File: config.mk
export PLATFORM = sky130hd
export DESIGN_NAME = alu_sequencer
export DESIGN_NICKNAME = d
export VERILOG_FILES = /design/src/rtl/alu_sequencer.sv
export SDC_FILE = /design/constraint.sdc
export NUM_CORES = 1
export LEC_CHECK = 0
export ABC_AREA = 1
export CAP_MARGIN = 20
export CORE_ASPECT_RATIO = 0.8
export CORE_MARGIN = 10
export CORE_UTILIZATION = 43
export DETAILED_ROUTE_END_ITERATION = 10
export PLACE_DENSITY = 0.91
export SLEW_MARGIN = 20
export SYNTH_ARGS = -nofsm -noshare
export SYNTH_HDL_FRONTEND = slang
export SYNTH_SLANG_ARGS = --single-unit
export TNS_END_PERCENT = 5
File: constraint.sdc
create_clock -name clk -period 2.15 [get_ports clk]
set_input_delay 0.215 -clock clk [delete_from_list [all_inputs] [get_ports clk]]
set_output_delay 0.215 -clock clk [all_outputs]
set_load 0.01 [all_outputs]
File: src/rtl/alu_sequencer.sv
// Sequences one operation through an external ALU: IDLE -> LOAD -> EXEC -> WB.
// Optional feature: define ALU_SEQ_DIVZERO_TRAP_EN to trap DIV by zero as an error.
module alu_sequencer #(
    parameter int MULDIV_LAT = 4,
    parameter int SIMPLE_LAT = 1
) (
    input  logic        clk,
    input  logic        reset,
    input  logic        start,
    input  logic [3:0]  op_in,
    input  logic [31:0] a_in,
    input  logic [31:0] b_in,
    output logic [31:0] alu_a,
    output logic [31:0] alu_b,
    output logic [3:0]  alu_op,
    input  logic [63:0] alu_z,
    input  logic [31:0] alu_hi,
    input  logic [31:0] alu_lo,
    output logic        busy,
    output logic        done,
    output logic        err,
    output logic        zero_flag,
    output logic [31:0] result,
    output logic [31:0] hi_out,
    output logic [31:0] lo_out
);

    typedef enum logic [1:0] {IDLE, LOAD, EXEC, WB} state_t;

    localparam logic [3:0] OP_MUL     = 4'd5;
    localparam logic [3:0] OP_DIV     = 4'd6;
    localparam logic [3:0] SIMPLE_CNT = 4'(SIMPLE_LAT);
    localparam logic [3:0] MULDIV_CNT = 4'(MULDIV_LAT);

    state_t      state_q, state_d;
    logic [3:0]  cnt_q, cnt_d;
    logic [3:0]  opReg_q, opReg_d;
    logic [31:0] aReg_q, aReg_d, bReg_q, bReg_d;
    logic [31:0] aluA_q, aluA_d, aluB_q, aluB_d;
    logic [3:0]  aluOp_q, aluOp_d;
    logic        skip_q, skip_d;
    logic        done_q, done_d, err_q, err_d, zero_q, zero_d;
    logic [31:0] result_q, result_d, hi_q, hi_d, lo_q, lo_d;
    logic        isMulDiv, divZeroTrap;
    logic        unusedZHi;

    // Only the low word of Z carries a simple-op result.
    assign unusedZHi = ^alu_z[63:32];

    assign isMulDiv = (opReg_q == OP_MUL) || (opReg_q == OP_DIV);
`ifdef ALU_SEQ_DIVZERO_TRAP_EN
    assign divZeroTrap = (opReg_q == OP_DIV) && (bReg_q == 32'd0);
`else
    assign divZeroTrap = 1'b0;
`endif

    always_ff @(posedge clk) begin
        if (reset) begin
            state_q  <= IDLE;
            cnt_q    <= '0;
            opReg_q  <= '0;
            aReg_q   <= '0;
            bReg_q   <= '0;
            aluA_q   <= '0;
            aluB_q   <= '0;
            aluOp_q  <= '0;
            skip_q   <= 1'b0;
            done_q   <= 1'b0;
            err_q    <= 1'b0;
            zero_q   <= 1'b0;
            result_q <= '0;
            hi_q     <= '0;
            lo_q     <= '0;
        end else begin
            state_q  <= state_d;
            cnt_q    <= cnt_d;
            opReg_q  <= opReg_d;
            aReg_q   <= aReg_d;
            bReg_q   <= bReg_d;
            aluA_q   <= aluA_d;
            aluB_q   <= aluB_d;
            aluOp_q  <= aluOp_d;
            skip_q   <= skip_d;
            done_q   <= done_d;
            err_q    <= err_d;
            zero_q   <= zero_d;
            result_q <= result_d;
            hi_q     <= hi_d;
            lo_q     <= lo_d;
        end
    end

    always_comb begin
        state_d  = state_q;
        cnt_d    = cnt_q;
        opReg_d  = opReg_q;
        aReg_d   = aReg_q;
        bReg_d   = bReg_q;
        aluA_d   = aluA_q;
        aluB_d   = aluB_q;
        aluOp_d  = aluOp_q;
        skip_d   = skip_q;
        done_d   = 1'b0;
        err_d    = err_q;
        zero_d   = zero_q;
        result_d = result_q;
        hi_d     = hi_q;
        lo_d     = lo_q;
        case (state_q)
            IDLE: begin
                if (start) begin
                    opReg_d = op_in;
                    aReg_d  = a_in;
                    bReg_d  = b_in;
                    err_d   = 1'b0;
                    state_d = LOAD;
                end
            end
            LOAD: begin
                aluA_d  = aReg_q;
                aluB_d  = bReg_q;
                aluOp_d = opReg_q;
                cnt_d   = isMulDiv ? MULDIV_CNT : SIMPLE_CNT;
                skip_d  = (opReg_q > OP_DIV) || divZeroTrap;
                state_d = skip_d ? WB : EXEC;
            end
            EXEC: begin
                cnt_d = cnt_q - 4'd1;
                if (cnt_q <= 4'd1) begin
                    state_d = WB;
                end
            end
            WB: begin
                // Results and done are registered here, so they appear as we reach IDLE.
                done_d  = 1'b1;
                state_d = IDLE;
                if (skip_q) begin
                    err_d = 1'b1;
                end else if (isMulDiv) begin
                    hi_d     = alu_hi;
                    lo_d     = alu_lo;
                    result_d = alu_lo;
                    zero_d   = ({alu_hi, alu_lo} == 64'd0);
                end else begin
                    result_d = alu_z[31:0];
                    zero_d   = (alu_z[31:0] == 32'd0);
                end
            end
            default: state_d = IDLE;
        endcase
    end

    assign busy      = (state_q != IDLE);
    assign done      = done_q;
    assign err       = err_q;
    assign zero_flag = zero_q;
    assign result    = result_q;
    assign hi_out    = hi_q;
    assign lo_out    = lo_q;
    assign alu_a     = aluA_q;
    assign alu_b     = aluB_q;
    assign alu_op    = aluOp_q;

endmodule

# Word-level counts from Yosys, hierarchy flattened
# Cells that the tools add are included.
# totals
output_inout_bits	168
ff_bits	242
# classes
add_sub_neg	1
n_eq_ne	8
n_mux	12
bitwise_logic	1
reduce_logical	12
order_cmp	2
# op_table
cell	n
$logic_not A64 Y1	1
$logic_not A32 Y1	1
$mux W32	1
$eq A4 B3 Y1 const B	2
$pmux W2 S4	1
$pmux W4 S2	1
$ne A2 B2 Y1 const B	3
$reduce_and A2 Y1	3
$reduce_and A3 Y1	2
$reduce_bool A2 Y1	3
$mux W1	5
$eq A2 B2 Y1 const B	2
$gt A4 B3 Y1 const B	1
$le A4 B1 Y1 const B	1
$mux W2	2
$sub A4 B1 Y4 const B	1
$mux W3	1
$eq A2 B1 Y1 const B	1
$logic_not A2 Y1	1
$pmux W1 S2	1
$logic_or A1 B1 Y1	1
$not A1 Y1	1

# Longest topological paths before layout
# depth
depth_word	4
depth_mapped	11
ltp_nobuf	9

# Worst setup path before layout
# OpenSTA, ideal clock, no wires.
# synth_path
kind	register -> register
start	register state_q[0]
end	register hi_q[10] (netlist: hi_out[10])
path_stages_with_launch	11
required_ns	2.034
setup_time_ns	0.116
path_slack_ns	0.614
arrival_ns	1.420
period_less_slack_ns	1.536
path_cell_list	dfxtp_1 > ha_1 > inv_2 > nor2_4 > inv_2 > nor2_4 > inv_2 > buf_4 > buf_2 > nor2_1 > nor2_1
# synth_between
elab_chain_len	2
# synth_lines
element	line	text
start: declaration	35	state_t state_q, state_d;
start signal: assignment	75	state_q <= state_d;
$eq A2 B2 Y1	109	case (state_q)
$reduce_and A3 Y1 (no source line)	-	
end signal: assignment	88	hi_q <= hi_d;
end: declaration	43	logic [31:0] result_q, result_d, hi_q, hi_d, lo_q, lo_d;
# No other way between the ends.
# A chain may end at the register's enable or synchronous reset.

# Worst setup path after layout
# layout_path
start	register state_q[0]
end	output busy
# layout_between
elab_chain_len	1
# layout_lines
element	line	text
$reduce_bool A2 Y1	153	assign busy = (state_q != IDLE);
end: declaration	19	output logic busy,
# No other way between the ends.

==> run summary <==
After global routing the overflow that remains totals 0. The flow ran to the end, and the final reports show no timing, DRC or antenna violations. After synthesis the cells add up to 8936 sq um. The warning count from the yosys run is 0, and the wire length per cell after detailed routing is 17.74 um. For this run, the leading register cell type out of synthesis is sky130_fd_sc_hd__dfxtp_1. For the worst-skew pair, the clock arrives at the later sink with an insertion delay of 0.50 ns. Data on the critical path arrives at its endpoint at 1.69 ns. The number of placed I/O pins came out at 367.

Library cell with the highest instance count after synthesis: sky130_fd_sc_hd__nor2_1. The worst setup path is captured at an output pin. STA classifies the critical path startpoint as a flip-flop.

In this run, CTS created clock tree buffers numbering 24. The ratio of final minimum period to clock period works out to 0.8883. The worst setup path startpoint is state_q[0]$_SDFFE_PP0P_. At the end of routability-driven placement, the weighted congestion stood at 0.8849. TritonCTS built the clock tree. The tools report the first-pass iteration count of the detailed router as 6. Time the worst path needs with I/O delays and setup: 1.910 ns. The tool flagged a number of max-cap violations equal to 0.

Derived from the worst setup path, the maximum achievable clock frequency is 523.6 MHz. The detailed-route DRC error count is 0, and the count of flip-flops with a built-in enable after synthesis is 0. The worst register-to-register path begins at state_q[0]$_SDFFE_PP0P_. Relative to the synthesized area, the layout overhead comes to 48.31%. Power density normalized to cell area: 1102 nW/um^2.

Biggest area consumer among synthesized cells: sky130_fd_sc_hd__dfxtp_1. Input and output buffers added on the ports amount to 334. The net count of the finished layout is 1678. The maximum clock insertion buffer count was 3; the aggregate negative setup slack was 0 ns. The top-area cell type share of the netlist area works out to 0.5421.

The worst-case IR drop observed on VDD is 0.0006850 V. Combined global-route utilization of all metal layers: 0.2144. The routed layout has 9139 vias. Across all hold checks on the routed design, the worst slack comes to 0.1131 ns. In this run the mean area of a mapped cell was 7.612 sq um.

Measured along the y axis, the die boundary spans 148.9 um. The leakage power figure is 0.005149 uW, and the wire length of the first global-routing pass is 47.93 mm. The count of final max-slew check failures is 0, and the maximum net fanout on the critical path is 5. After clock tree synthesis, the clock-pin slew on the worst setup and hold paths is 0.06 ns.

The share of flip-flops with an asynchronous set or reset is 0. Synthesis handed over a netlist of 1174 instances. The total half-perimeter wirelength after legalization and detailed placement was 22.09 mm. The run gives 1 as the H-tree depth reported by CTS. Entering global routing, the biggest net connects 89 pins. The run gives 0.5071 as the worst slew margin relative to its limit.

The worst hold path belongs to the class in2reg. The post-synth net total was 1380. The hold violation total from the final report was 0. Following the worst setup path forward leads to its endpoint at busy.

Summing all non-filler instances in the final layout gives an area of 13250 sq um. Setup repair after global routing left no endpoint under its margin. The tools report the core region area as 20580 sq um. The tools report the required time at the endpoint of the critical path as 1.93 ns. The number of global-route vias before repair is 8877, and the via density per instance is 5.201. The class of the most critical setup path is reg2out. The floorplan has 47 rows.

Once detail routing completed, the nets flagged for antenna violations numbered 0. The worst register-to-register path has a setup slack of 0.24 ns. The cell count of the worst reg-to-reg path is 9.

The utilization of the core after routing was 0.6439. The die covers 26980 sq um. The clock drives 242 sinks. The tools report the detailed-route wire length as 31.17 mm. The tools report the post-synthesis sequential area ratio as 0.5421. At the pin with the least slew margin, the transition time is 0.7394 ns.

The worst clock skew is 0.008802 ns, and the floorplan die width is 181.2 um. The endpoint of the lowest-slack register-to-register path is hi_out[4]$_SDFFE_PP0P_. The tools report the initial cell density of the core as 0.4342. Ranked by total cell area, the synthesized netlist is headed by sky130_fd_sc_hd__dfxtp_1 (54%), sky130_fd_sc_hd__nor2_1 (17%), sky130_fd_sc_hd__o21ai_0 (9.2%), sky130_fd_sc_hd__nand2_1 (5.4%), sky130_fd_sc_hd__a21oi_1 (2.5%). For the post-place instance area, the log shows 12440 sq um. The logs give 772 for the DRC marker count from the first detailed-route iteration and 0 for the buffers inserted during post-CTS setup optimization. By count the netlist is led by sky130_fd_sc_hd__nor2_1 (394), sky130_fd_sc_hd__dfxtp_1 (242), sky130_fd_sc_hd__o21ai_0 (165). The ratio of cells with drive above 1 in the final layout was 0.05111.

Synthesis inferred 242 register bits. The number of antenna violations at the first check in global routing is 1. The final count of negative-setup-slack endpoints is 0, and the number of different library cells in the post-synthesis netlist is 27. The cell sitting at the root of the clock tree is a sky130_fd_sc_hd__clkbuf_16.
## logic make-up (layout without fill, tap and decap cells)
logic type | count (synthesis) | in the layout | synth area share
AO/OA/AOI/OAI | 257 | 257 | 0.1505
adder cells (fa/ha/maj) | 7 | 7 | 0.009801
buffers and inverters | 97 | 410 | 0.04803
flip-flops | 242 | 242 | 0.5421
other | 0 | 1 | 0
AND/OR/NAND/NOR | 571 | 571 | 0.2495
## area by class of cell
cell class,count,area [sq um]
Antenna cell,1,2.502
Clock buffer,36,747.0
Clock inverter,5,57.56
Fill cell,1596,7330
Inverter,19,73.82
Multi-Input combinational cell,835,3667
Sequential cell,242,4845
Tap cell,269,336.6
Timing Repair Buffer,350,3523
## metrics by stage
step,std cells,power [uW],setup slack (ns)
floorplan,1174,8210,0.6141
global placement,1715,10280,0.2066
detailed placement,1715,10450,0.1464
CTS,1756,14690,0.09260
global route,1757,15430,0.09135
finish,1757,14610,0.2401
## sequential cells by signal, indices dropped and copies added (netlist names), 2 cells and up
| register | cells |
|---|---|
| lo_out | 32 |
| alu_a | 32 |
| alu_op | 4 |
| hi_out | 32 |
| aReg_q | 32 |
| cnt_q | 4 |
| result | 32 |
| alu_b | 32 |
| bReg_q | 32 |
| state_q | 2 |
| opReg_q | 4 |
## metal layers
layer	up-vias	track usage	wire length, um
met5	-	0	0
met4	0	0.06537	944
met3	56	0.08172	3291
met2	404	0.3590	14750
met1	4266	0.2504	12190
li1	4413	-	-
## report_power, final
part	total [uW]	leakage (uW)	switching (uW)	internal, uW
clock	4220	0.000400	1710	2510
sequential	5920	0.00198	491	5430
combinational	4460	0.00277	2460	2010
## repair_timing
action | CTS | global route
endpoints found under the setup margin | 1 | 49
hold buffers | 0 | 0
pin swaps | 0 | 0
resized for setup | 1 | 1
## cell usage in the layout, fill, tap and decap left out, types with 3 or more instances in the layout
master	synthesis	final
sky130_fd_sc_hd__ha_1	7	6
sky130_fd_sc_hd__nor2_1	394	394
sky130_fd_sc_hd__nand3_1	36	36
sky130_fd_sc_hd__a21oi_1	45	45
sky130_fd_sc_hd__a31oi_1	33	33
sky130_fd_sc_hd__clkdlybuf4s50_1	0	332
sky130_fd_sc_hd__buf_12	0	5
sky130_fd_sc_hd__inv_2	5	7
sky130_fd_sc_hd__inv_1	13	11
sky130_fd_sc_hd__clkbuf_1	55	3
sky130_fd_sc_hd__nand2_1	128	127
sky130_fd_sc_hd__o21ai_0	165	165
sky130_fd_sc_hd__nand2_2	8	9
sky130_fd_sc_hd__buf_4	4	10
sky130_fd_sc_hd__clkbuf_8	0	8
sky130_fd_sc_hd__clkbuf_16	0	25
sky130_fd_sc_hd__dfxtp_1	242	242
sky130_fd_sc_hd__o21ai_1	9	9
## critical path, cell delays in order (launching register included)
cell and delay (ns):
sky130_fd_sc_hd__dfxtp_1 0.43, sky130_fd_sc_hd__inv_1 0.12, sky130_fd_sc_hd__ha_1 0.24, sky130_fd_sc_hd__inv_1 0.10, sky130_fd_sc_hd__dlygate4sd2_1 0.31
## worst min-delay path by stage
stage,cells past startpoint,from,to
floorplan,2,alu_hi[21],hi_out[21]$_SDFFE_PP0P_
global placement,2,lo_out[20]$_SDFFE_PP0P_,lo_out[20]$_SDFFE_PP0P_
detailed placement,2,lo_out[12]$_SDFFE_PP0P_,lo_out[12]$_SDFFE_PP0P_
CTS,4,reset,hi_out[3]$_SDFFE_PP0P_
global route,4,reset,hi_out[31]$_SDFFE_PP0P_
finish,4,reset,hi_out[3]$_SDFFE_PP0P_
(Power assumes the default switching activity.)
